`config.mk`:
```
export PLATFORM = sky130hd
export DESIGN_NAME = mac_age_table_flat
export DESIGN_NICKNAME = d
export VERILOG_FILES = /design/src/rtl/mac_age_table_pkg.sv /design/src/rtl/mac_age_table_if.sv /design/src/rtl/mac_age_table_sweeper.sv /design/src/rtl/mac_age_table.sv /design/src/flat_wrapper.sv
export SDC_FILE = /design/constraint.sdc
export NUM_CORES = 2
export LEC_CHECK = 0
export ABC_CLOCK_PERIOD_IN_PS = 27100
export BUFFER_PORTS_ARGS = -buffer_cell sky130_fd_sc_hd__buf_2
export CORE_ASPECT_RATIO = 1.25
export CORE_MARGIN = 2
export CORE_UTILIZATION = 40
export CTS_BUF_LIST = sky130_fd_sc_hd__clkbuf_4
export DETAILED_ROUTE_END_ITERATION = 6
export SETUP_SLACK_MARGIN = 0.05
export SLEW_MARGIN = 5
export SYNTH_ARGS = -nofsm -noshare
export SYNTH_HDL_FRONTEND = slang
export SYNTH_SLANG_ARGS = --single-unit
```
`constraint.sdc`:
```
create_clock -name clk -period 27.1 [get_ports clk]
set_input_delay 4.065 -clock clk [delete_from_list [all_inputs] [get_ports clk]]
set_output_delay 4.065 -clock clk [all_outputs]
set_load 0.02 [all_outputs]
```
`src/rtl/mac_age_table_pkg.sv`:
```
`default_nettype none
// ============================================================================
// Module   : mac_table_pkg
// Brief    : Shared types and victim-selection helpers for the MAC age table.
// Revision : 1.0  initial release
// ============================================================================
package mac_table_pkg;

    typedef enum logic [0:0] {
        IDLE  = 1'b0,
        SWEEP = 1'b1
    } age_state_e;

    // Helpers take fixed-size vectors so they can live here; callers zero-pad.
    localparam int c_max_entries = 64;
    localparam int c_max_age_w   = 8;

    typedef logic [c_max_entries-1:0]                  valid_vec_t;
    typedef logic [c_max_entries-1:0][c_max_age_w-1:0] age_vec_t;

    function automatic int lowest_free(input valid_vec_t valid, input int n);
        int  idx;
        bit  found;
        idx   = 0;
        found = 1'b0;
        for (int i = 0; i < c_max_entries; i++) begin
            if (i < n && !found && !valid[i]) begin
                idx   = i;
                found = 1'b1;
            end
        end
        return idx;
    endfunction

    function automatic int oldest_entry(input age_vec_t ages, input int n);
        int                     idx;
        logic [c_max_age_w-1:0] best;
        idx  = 0;
        best = ages[0];
        for (int i = 1; i < c_max_entries; i++) begin
            if (i < n && ages[i] < best) begin
                idx  = i;
                best = ages[i];
            end
        end
        return idx;
    endfunction

endpackage
`default_nettype wire

```
`src/rtl/mac_age_table_if.sv`:
```
`default_nettype none
// ============================================================================
// Module   : mac_age_table_if
// Brief    : Learn / lookup / flush / status bundle of the MAC age table.
// Revision : 1.0  initial release
// ============================================================================
interface mac_age_table_if #(
    parameter int NUM_PORTS   = 4,
    parameter int NUM_ENTRIES = 16,
    parameter int ADDR_W      = 48
);
    localparam int c_port_w = $clog2(NUM_PORTS);
    localparam int c_cnt_w  = $clog2(NUM_ENTRIES + 1);

    logic                learn_req_i;
    logic [ADDR_W-1:0]   learn_address_i;
    logic [c_port_w-1:0] learn_port_i;
    logic                read_req_i;
    logic [ADDR_W-1:0]   read_address_i;
    logic                read_valid_o;
    logic                read_hit_o;
    logic [c_port_w-1:0] read_port_o;
    logic                flush_req_i;
    logic                flush_all_i;
    logic [c_port_w-1:0] flush_port_i;
    logic [c_cnt_w-1:0]  entries_o;
    logic                sweep_busy_o;

    modport master (
        output learn_req_i, learn_address_i, learn_port_i,
        output read_req_i, read_address_i,
        output flush_req_i, flush_all_i, flush_port_i,
        input  read_valid_o, read_hit_o, read_port_o, entries_o, sweep_busy_o
    );

    modport slave (
        input  learn_req_i, learn_address_i, learn_port_i,
        input  read_req_i, read_address_i,
        input  flush_req_i, flush_all_i, flush_port_i,
        output read_valid_o, read_hit_o, read_port_o, entries_o, sweep_busy_o
    );
endinterface
`default_nettype wire

```
`src/rtl/mac_age_table_sweeper.sv`:
```
`default_nettype none
// ============================================================================
// Module   : mac_age_sweeper
// Brief    : Tick prescaler and aging-sweep FSM walking every table entry.
// Revision : 1.0  initial release
// ============================================================================
module mac_age_sweeper
    import mac_table_pkg::*;
#(
    parameter int NUM_ENTRIES = 16,
    parameter int TICK_CYCLES = 1024,
    parameter int IDX_W       = $clog2(NUM_ENTRIES)
) (
    input  wire logic             clk,
    input  wire logic             rst_n,
    output logic                  sweep_en,
    output logic [IDX_W-1:0]      sweep_idx
);
    localparam int               c_pre_w   = $clog2(TICK_CYCLES);
    localparam logic [c_pre_w-1:0] c_pre_last = c_pre_w'(TICK_CYCLES - 1);
    localparam logic [c_pre_w-1:0] c_pre_one  = c_pre_w'(1);
    localparam logic [IDX_W-1:0]   c_ptr_last = IDX_W'(NUM_ENTRIES - 1);
    localparam logic [IDX_W-1:0]   c_ptr_one  = IDX_W'(1);

    logic [c_pre_w-1:0] r_prescale;
    logic [IDX_W-1:0]   r_ptr;
    age_state_e         r_state;
    logic               w_wrap;

    assign w_wrap = (r_prescale == c_pre_last);

    always_ff @(posedge clk or negedge rst_n) begin
        if (!rst_n) begin
            r_prescale <= '0;
            r_ptr      <= '0;
            r_state    <= IDLE;
        end else begin
            r_prescale <= w_wrap ? '0 : r_prescale + c_pre_one;
            if (r_state == IDLE) begin
                if (w_wrap) begin
                    r_state <= SWEEP;
                    r_ptr   <= '0;
                end
            end else begin
                // Table depth is a power of two, so the pointer wraps back to 0 by itself.
                r_ptr <= r_ptr + c_ptr_one;
                if (r_ptr == c_ptr_last) begin
                    r_state <= IDLE;
                end
            end
        end
    end

    assign sweep_en  = (r_state == SWEEP);
    assign sweep_idx = r_ptr;

endmodule
`default_nettype wire

```
`src/rtl/mac_age_table.sv`:
```
`default_nettype none
// ============================================================================
// Module   : mac_age_table
// Brief    : Flop-based MAC learning table with aging, station move and flush.
// Revision : 1.0  initial release
// ============================================================================
module mac_age_table
    import mac_table_pkg::*;
#(
    parameter int NUM_PORTS   = 4,
    parameter int NUM_ENTRIES = 16,
    parameter int ADDR_W      = 48,
    parameter int AGE_W       = 4,
    parameter int TICK_CYCLES = 1024
) (
    input  wire logic      clk,
    input  wire logic      rst_n,
    mac_age_table_if.slave bus
);
    localparam int c_port_w = $clog2(NUM_PORTS);
    localparam int c_idx_w  = $clog2(NUM_ENTRIES);
    localparam int c_cnt_w  = $clog2(NUM_ENTRIES + 1);
    localparam logic [AGE_W-1:0] c_age_max = '1;
    localparam logic [AGE_W-1:0] c_age_one = AGE_W'(1);

    typedef logic [ADDR_W-1:0]   mac_addr_t;
    typedef logic [c_port_w-1:0] mac_port_t;
    typedef logic [AGE_W-1:0]    mac_age_t;
    typedef logic [c_idx_w-1:0]  mac_idx_t;

    logic [NUM_ENTRIES-1:0] r_valid;
    mac_addr_t              r_addr [NUM_ENTRIES];
    mac_port_t              r_port [NUM_ENTRIES];
    mac_age_t               r_age  [NUM_ENTRIES];

    logic                r_read_valid;
    logic                r_read_hit;
    mac_port_t           r_read_port;
    logic [c_cnt_w-1:0]  r_entries;

    logic                w_sweep_en;
    mac_idx_t            w_sweep_idx;
    logic                w_learn_en;
    logic                w_learn_hit;
    mac_idx_t            w_learn_hit_idx;
    mac_idx_t            w_learn_idx;
    logic                w_read_hit;
    mac_port_t           w_read_port;
    logic [c_cnt_w-1:0]  w_count;
    valid_vec_t          w_valid_pk;
    age_vec_t            w_age_pk;

    mac_age_sweeper #(
        .NUM_ENTRIES (NUM_ENTRIES),
        .TICK_CYCLES (TICK_CYCLES),
        .IDX_W       (c_idx_w)
    ) u_sweeper (
        .clk       (clk),
        .rst_n     (rst_n),
        .sweep_en  (w_sweep_en),
        .sweep_idx (w_sweep_idx)
    );

    // A flush in the same cycle drops the learn entirely.
    assign w_learn_en = bus.learn_req_i && !bus.flush_req_i;

    always_comb begin
        w_learn_hit     = 1'b0;
        w_learn_hit_idx = '0;
        w_read_hit      = 1'b0;
        w_read_port     = '0;
        w_count         = '0;
        w_valid_pk      = '0;
        w_age_pk        = '0;
        for (int i = 0; i < NUM_ENTRIES; i++) begin
            if (r_valid[i] && r_addr[i] == bus.learn_address_i) begin
                w_learn_hit     = 1'b1;
                w_learn_hit_idx = c_idx_w'(i);
            end
            if (r_valid[i] && r_addr[i] == bus.read_address_i) begin
                w_read_hit  = 1'b1;
                w_read_port = r_port[i];
            end
            w_count       = w_count + c_cnt_w'(r_valid[i]);
            w_valid_pk[i] = r_valid[i];
            w_age_pk[i]   = c_max_age_w'(r_age[i]);
        end
        if (w_learn_hit) begin
            w_learn_idx = w_learn_hit_idx;
        end else if (!(&r_valid)) begin
            w_learn_idx = c_idx_w'(lowest_free(w_valid_pk, NUM_ENTRIES));
        end else begin
            w_learn_idx = c_idx_w'(oldest_entry(w_age_pk, NUM_ENTRIES));
        end
    end

    always_ff @(posedge clk or negedge rst_n) begin
        if (!rst_n) begin
            r_valid <= '0;
            for (int i = 0; i < NUM_ENTRIES; i++) begin
                r_addr[i] <= '0;
                r_port[i] <= '0;
                r_age[i]  <= '0;
            end
        end else begin
            for (int i = 0; i < NUM_ENTRIES; i++) begin
                if (bus.flush_req_i && r_valid[i] &&
                    (bus.flush_all_i || r_port[i] == bus.flush_port_i)) begin
                    r_valid[i] <= 1'b0;
                end else if (w_learn_en && w_learn_idx == c_idx_w'(i)) begin
                    r_valid[i] <= 1'b1;
                    r_addr[i]  <= bus.learn_address_i;
                    r_port[i]  <= bus.learn_port_i;
                    r_age[i]   <= c_age_max;
                end else if (w_sweep_en && w_sweep_idx == c_idx_w'(i) && r_valid[i]) begin
                    r_age[i] <= r_age[i] - c_age_one;
                    if (r_age[i] == c_age_one) begin
                        r_valid[i] <= 1'b0;
                    end
                end
            end
        end
    end

    always_ff @(posedge clk or negedge rst_n) begin
        if (!rst_n) begin
            r_read_valid <= 1'b0;
            r_read_hit   <= 1'b0;
            r_read_port  <= '0;
            r_entries    <= '0;
        end else begin
            r_read_valid <= bus.read_req_i;
            r_read_hit   <= bus.read_req_i && w_read_hit;
            r_read_port  <= (bus.read_req_i && w_read_hit) ? w_read_port : '0;
            r_entries    <= w_count;
        end
    end

    assign bus.read_valid_o = r_read_valid;
    assign bus.read_hit_o   = r_read_hit;
    assign bus.read_port_o  = r_read_port;
    assign bus.entries_o    = r_entries;
    assign bus.sweep_busy_o = w_sweep_en;

endmodule
`default_nettype wire
```
`src/flat_wrapper.sv`:
```
// flat-port wrapper written by rule: the top's interface ports become plain ports
module mac_age_table_flat import mac_table_pkg::*;
#(
    parameter int NUM_PORTS   = 4,
    parameter int NUM_ENTRIES = 16,
    parameter int ADDR_W      = 48,
    parameter int AGE_W       = 4,
    parameter int TICK_CYCLES = 1024
)
  (clk, rst_n, bus_learn_req_i, bus_learn_address_i, bus_learn_port_i, bus_read_req_i, bus_read_address_i, bus_flush_req_i, bus_flush_all_i, bus_flush_port_i, bus_read_valid_o, bus_read_hit_o, bus_read_port_o, bus_entries_o, bus_sweep_busy_o);
  mac_age_table_if #(.NUM_PORTS(NUM_PORTS), .NUM_ENTRIES(NUM_ENTRIES), .ADDR_W(ADDR_W)) bus_i ();
  input  wire logic clk;
  input  wire logic rst_n;
  input wire logic [$bits(bus_i.learn_req_i)-1:0] bus_learn_req_i;
  input wire logic [$bits(bus_i.learn_address_i)-1:0] bus_learn_address_i;
  input wire logic [$bits(bus_i.learn_port_i)-1:0] bus_learn_port_i;
  input wire logic [$bits(bus_i.read_req_i)-1:0] bus_read_req_i;
  input wire logic [$bits(bus_i.read_address_i)-1:0] bus_read_address_i;
  input wire logic [$bits(bus_i.flush_req_i)-1:0] bus_flush_req_i;
  input wire logic [$bits(bus_i.flush_all_i)-1:0] bus_flush_all_i;
  input wire logic [$bits(bus_i.flush_port_i)-1:0] bus_flush_port_i;
  output wire logic [$bits(bus_i.read_valid_o)-1:0] bus_read_valid_o;
  output wire logic [$bits(bus_i.read_hit_o)-1:0] bus_read_hit_o;
  output wire logic [$bits(bus_i.read_port_o)-1:0] bus_read_port_o;
  output wire logic [$bits(bus_i.entries_o)-1:0] bus_entries_o;
  output wire logic [$bits(bus_i.sweep_busy_o)-1:0] bus_sweep_busy_o;
  assign bus_i.learn_req_i = bus_learn_req_i;
  assign bus_i.learn_address_i = bus_learn_address_i;
  assign bus_i.learn_port_i = bus_learn_port_i;
  assign bus_i.read_req_i = bus_read_req_i;
  assign bus_i.read_address_i = bus_read_address_i;
  assign bus_i.flush_req_i = bus_flush_req_i;
  assign bus_i.flush_all_i = bus_flush_all_i;
  assign bus_i.flush_port_i = bus_flush_port_i;
  assign bus_read_valid_o = bus_i.read_valid_o;
  assign bus_read_hit_o = bus_i.read_hit_o;
  assign bus_read_port_o = bus_i.read_port_o;
  assign bus_entries_o = bus_i.entries_o;
  assign bus_sweep_busy_o = bus_i.sweep_busy_o;
  mac_age_table #(.NUM_PORTS(NUM_PORTS), .NUM_ENTRIES(NUM_ENTRIES), .ADDR_W(ADDR_W), .AGE_W(AGE_W), .TICK_CYCLES(TICK_CYCLES)) u_core (.clk(clk), .rst_n(rst_n), .bus(bus_i));
endmodule
```
== Word-level counts from Yosys, hierarchy flattened ==
Cells that the tools add are included.
Word-level totals
  bits in registers: 904
  RAM bits: 0
  memories kept: 0
  bits in latches: 0
  memory bits (read-only): 0
  output and inout bits: 10
  word-level logic and storage cells: 791
  input port bits: 106
Operators by class
  div/mod/pow operators: 0
  add/subtract/negate cells: 33
  multipliers: 0
  mux-type cells: 285
  reduce and logical (&&, ||, !) cells: 276
  shift-type cells: 0
  order comparisons: 15
  equal/unequal tests: 95
  bitwise operators: 16
Operator list (number)
  equality test 48 bit: 32
  2-to-1 mux 8 bit: 41
  2-to-1 mux 4 bit: 67
  2-to-1 mux 1 bit: 147
  logical AND 1 bit: 129
  less-than comparator 4 x 8 -> 1 bit: 14
  AND reduction 2 bit: 48
  nonzero test 3 bit: 32
  equality test 4 x 1 -> 1 bit, second input constant: 18
  adder 5 x 1 -> 5 bit: 14
  equality test 4 bit, second input constant: 16
  subtractor 4 x 1 -> 4 bit, second input constant: 16
  2-to-1 mux 2 bit: 21
  nonzero test 2 bit: 17
  equality test 2 bit: 16
  equality test 4 x 3 -> 1 bit, second input constant: 8
  logical NOT 1 bit: 31
  2-to-1 mux 3 bit: 8
  equality test 4 x 2 -> 1 bit, second input constant: 4
  logical OR 1 bit: 16
  NOT 1 bit: 16
  AND reduction 16 bit: 1
  adder 10 x 1 -> 10 bit, second input constant: 1
  equality test 10 bit, second input constant: 1
  5 further kinds: 6

== Logic depth before layout (Yosys ltp) ==
  depth in word-level cells: 98
  gate-level depth with buffers: 117
  mapped depth without buffers: 114

== Cells and area by module ==
A second synthesis with hierarchy kept.
Unflattened totals
  cell total of the unflattened synthesis: 5336
  area, all modules: 57104.8 sq um
Modules (own cells, without submodules)
  mac_age_table: times used 1, area an instance 56371.6 sq um, cells each 5269
  mac_age_sweeper: times used 1, area an instance 733.2 sq um, cells each 67

== Worst setup path after synthesis ==
Ideal clock, no wire load.
  path type: reg2reg
  start point: register u_core.r_age[61] (netlist name)
  end point: register u_core.r_addr[727] (netlist name)
  cell stages (with the launch flop): 113
  buffers on the path: 2
  arrival time: 19801 ps
  library setup time: 128 ps
  slack: 7171 ps
  path through: dfrtp_1 > clkbuf_1 > inv_1 > ha_1 > o211ai_1 > o21a_1 > nand2_1 > o21ai_0 > inv_1 > ha_1 > nand2b_1 > a21oi_1 > nor3_1 > or2_2 > ha_1 > nand2_1 > o31a_1 > o31ai_1 > [77 not listed] > or2_2 > or4b_4 > nand3_1 > nor2_1 > a21o_1 > ha_1 > o21ai_0 > nand2b_1 > a21oi_1 > nor4_1 > inv_1 > a41o_1 > a211oi_2 > o311ai_2 > or3b_1 > nor3_4 > buf_6 > mux2_1
Between the ends
  longest elaborated chain between the ends: 63
  elaborated cells on any way between the ends: 77
  classes of those cells: order compare: 15; mux: 59; reduce/logical: 3
Ends and longest elaborated chain
  start, declared: line mac_age_table.sv:34  | mac_age_t r_age [NUM_ENTRIES];
  start signal, assigned by index: line mac_age_table.sv:114  | r_age[i] <= c_age_max;
  start signal, assigned by index: line mac_age_table.sv:116  | r_age[i] <= r_age[i] - c_age_one;
  less-than comparator 4 bit: line mac_age_table_pkg.sv:41  | if (i < n && ages[i] < best) begin
  2-to-1 mux 4 bit: line mac_age_table_pkg.sv:41
  2-to-1 mux 8 bit: line mac_age_table.sv:90  | end else if (!(&r_valid)) begin
  2-to-1 mux 8 bit: line mac_age_table.sv:88  | if (w_learn_hit) begin
  less-than comparator 4 x 8 -> 1 bit: line mac_age_table_pkg.sv:41
  2-to-1 mux 8 bit: line mac_age_table_pkg.sv:41
  2-to-1 mux 8 bit: line mac_age_table.sv:90
  2-to-1 mux 8 bit: line mac_age_table.sv:88
  [47 not listed]
  2-to-1 mux 8 bit: line mac_age_table.sv:88
  less-than comparator 4 x 8 -> 1 bit: line mac_age_table_pkg.sv:41
  2-to-1 mux 4 bit (*): line mac_age_table_pkg.sv:41
  2-to-1 mux 4 bit (*): line mac_age_table.sv:90
  2-to-1 mux 4 bit (*): line mac_age_table.sv:88
  logical NOT 4 bit (*): line mac_age_table.sv:110  | end else if (w_learn_en && w_learn_idx == c_idx_w'(i)) begin
  logical AND 1 bit (*): line mac_age_table.sv:110
  AND reduction 2 bit (no line) (*)
  end signal, assigned by index: line mac_age_table.sv:112  | r_addr[i] <= bus.learn_address_i;
  end, declared: line mac_age_table.sv:32  | mac_addr_t r_addr [NUM_ENTRIES];
Every way passes the cells marked *; elsewhere a longest branch is shown, timed or not. The select of a mux whose other input is x is not followed.
A chain may end at the register's enable or synchronous reset.

== Worst setup path in the final report ==
  start point: register u_core.r_age[61] (netlist name)
  end point: register u_core.r_addr[731] (netlist name)
The elaborated chain is that of the path after synthesis.

==> results.yml <==
worst_setup_path:
  slowest_stage: "nor3_4"
  slowest_delay_ns: 0.87
  cp_num_buf_inv: 9
  crit_required_ns: 28.24
  cp_top_family: "compound AO/OA/AOI/OAI gates"
  timing.rr.end: "u_core.r_addr[731]"
  cp-endpoint: "u_core.r_addr[731]"
  cp_common_cell: "ha_1"
  r2r_cells: 113
  cp.arrival_ns: 25.42
  r2r-start: "u_core.r_age[61]"
  start_kind: "flip-flop"
  cp_max_fo: 40
  crit_cells: 113
  regToRegSetupSlack_ns: 2.82
  end_kind: "flip-flop"
  crit_type: "flip-flop to flip-flop"
  startpoint: "u_core.r_age[61]"
die:
  io_pins: 116
  core_mm2: 0.141
  dieArea_mm2: 0.146
  die_h_um: 426
  initial_core_util_pct: 40.4
  die_w_um: 342
  rows: 154
detailed_routing:
  num_vias: 46000
  viasPerCell: 6.09
  drt-total-wl_um: 242000
  wire_per_inst_um: 32.0
  drcViolationCount: 0
  dr.pass1.iters: 7
  drtIter0Drc: 6090
  ant_nets: 0
cts:
  tritoncts: "built"
  cts-buffers-inserted: 241
  root_buffer: "clkbuf_4"
  htree_levels: 4
  clk_pin_slew_worst_paths_ns: 0.06
  clk_path_buf_depth: 3
  clk_latency_ns: 1.34
  cts_hold_buf: 0
  cts_setup_buffers: 0
  cts_resized: 0
  cts.sinks: 904
synth:
  syn_area_per_cell_um2: 10.7
  synthTopCellsByCount: "dfrtp_1 (904), xor2_1 (901), mux2_2 (643)"
  synth_edf_count: 0
  yosys_warnings: 0
  yosysTopAreaCell: "dfrtp_1"
  async_flop_share_pct: 100
  synth_cells: 5327
  ys_seq_elements: 904
  synth_top_area_share_pct: 39.7
  ys_types: 91
  synth-main-ff-cell: "dfrtp_1"
  yosys-top-cells-area: "dfrtp_1 (40%), xor2_1 (14%), mux2_2 (13%)"
  synthesis.nets: 5534
  syn-cell-area_mm2: 0.0570
  yosysMostFrequentCell: "dfrtp_1"
  ys_seq_area_share_pct: 39.7
cells_and_area:
  drive_above_1_share_pct: 24.4
  fillers: 13600
  final_util_pct: 44.5
  area_growth_pct: 10.2
  nets: 5680
pwr:
  p_per_area_mw_per_mm2: 72.4
  ir_worst_vdd_v: 0.0000729
  p_leak_nw: 29.7
sta:
  fmax_mhz: 41.2
  fin_crit_sh_pct: 89.6
  final.setup.tns_ns: 0
  finalSetupViolations: 0
  fin_crit_ns: 24.28
  slew_viol_final: 0
  rsz0062_at_grt: "false"
  finalClockSkew_ns: 0.115
  finalHoldViolCount: 0
  slew_headroom_pct: 22.6
  tightest_slew_ns: 1.15
global_routing:
  grt_start_max_net_pins: 78
  grt_pass1_wl_um: 338000
  antenna_found_initial: 20
  grt_pass1_vias: 45200
  grt_util_all_layers_pct: 32.8
  grt_overflow: 0
place:
  port_buffers: 115
  dpl.hpwl_um: 158000
  globalplace.congestion: 0.999
min_path:
  min_path_type: "flip-flop to flip-flop"
  hold_depth: 1
outcome:
  outcome: "finished, final reports clean"
flow_run:
  cap_violations: 0
worst min path at each step:
| stage | slack [ns] | from | to |
|---|---|---|---|
| after floorplan | 0.44 | u_core.u_sweeper.r_prescale[6] | u_core.u_sweeper.r_prescale[6] |
| after global placement | 0.45 | u_core.u_sweeper.r_prescale[6] | u_core.u_sweeper.r_prescale[6] |
| after detailed placement | 0.46 | u_core.u_sweeper.r_prescale[6] | u_core.u_sweeper.r_prescale[6] |
| final | 0.47 | u_core.u_sweeper.r_prescale[6] | u_core.u_sweeper.r_prescale[6] |
| after CTS | 0.48 | u_core.u_sweeper.r_prescale[6] | u_core.u_sweeper.r_prescale[6] |
| after global routing | 0.49 | u_core.u_sweeper.r_prescale[4] | u_core.u_sweeper.r_prescale[4] |
power breakdown:
group / internal (W) / switching [W]
registers: 0.00149 / 0.000168
logic: 0.000658 / 0.000963
clock network: 0.000647 / 0.000626
cell families (layout without fill, tap and decap cells):
| group | Yosys count | in the layout | synth area share, % |
|---|---|---|---|
| other | 0 | 19 | 0 |
| buffers and inverters | 649 | 978 | 4.62 |
| AND/OR/NAND/NOR | 939 | 939 | 9.24 |
| adder cells (fa/ha/maj) | 103 | 103 | 2.38 |
| multiplexers | 817 | 817 | 15.9 |
| XOR/XNOR | 1461 | 1461 | 22.4 |
| flip-flops | 904 | 904 | 39.7 |
| AO/OA/AOI/OAI | 454 | 454 | 5.73 |
cell type report:
cell class / count / area (µm²) / area share, %
clock buffers: 379 / 2850 / 4.53
diodes: 19 / 47.5 / 0.0757
inverters: 267 / 1000 / 1.59
well taps: 1872 / 2340 / 3.73
multi-input cells: 3774 / 31900 / 50.7
repair buffers: 285 / 1860 / 2.96
clock inverters: 47 / 260 / 0.414
flip-flops and latches: 904 / 22600 / 36.0
metrics by stage:
step                instances  instance area [µm²]  power [W]  hold slack (ns)  setup slack [ns]
global placement         7102                59700    0.00324            0.453              3.51
CTS                      7528                62800    0.00453            0.476              3.00
finish                   7547                62800    0.00455            0.473              2.82
detailed placement       7102                59700    0.00326            0.457              3.08
floorplan                5327                57000    0.00277            0.438              7.17
global route             7535                62800    0.00478            0.490             0.551
layer usage:
metal,GRT usage (%),part of all wire [%]
met1,40.6,37
met2,49.4,43
met3,8.42,11
met4,24.1,8.5
met5,0,0
sequential cells by signal, indices dropped and copies added, names as in the netlist:
| signal | cells |
|---|---|
| u_core.u_sweeper.sweep_en | 1 |
| u_core.u_sweeper.sweep_idx | 4 |
| u_core.bus.read_hit_o | 1 |
| u_core.r_port | 32 |
| u_core.u_sweeper.r_prescale | 10 |
| u_core.bus.read_port_o | 2 |
| u_core.bus.read_valid_o | 1 |
| u_core.r_valid | 16 |
| u_core.bus.entries_o | 5 |
| u_core.r_age | 64 |
| u_core.r_addr | 768 |
placed cells by master, fill, tap and decap left out, types with 19 or more instances in the layout:
cell	count
nand2b_1	29
a221oi_1	24
nor4_1	258
mux2_1	86
dfrtp_1	904
xnor2_1	560
nor2_1	118
ha_1	91
buf_2	114
nor3_1	43
mux2_2	643
clkinv_1	35
o21ai_0	77
diode_2	19
nand2_1	101
clkbuf_4	379
mux2i_1	88
nand3_1	74
o22ai_1	75
inv_1	265
xor2_1	901
a21oi_1	58
nand4_1	213
buf_4	170
No activity file was read; power rests on OpenSTA's default activity.
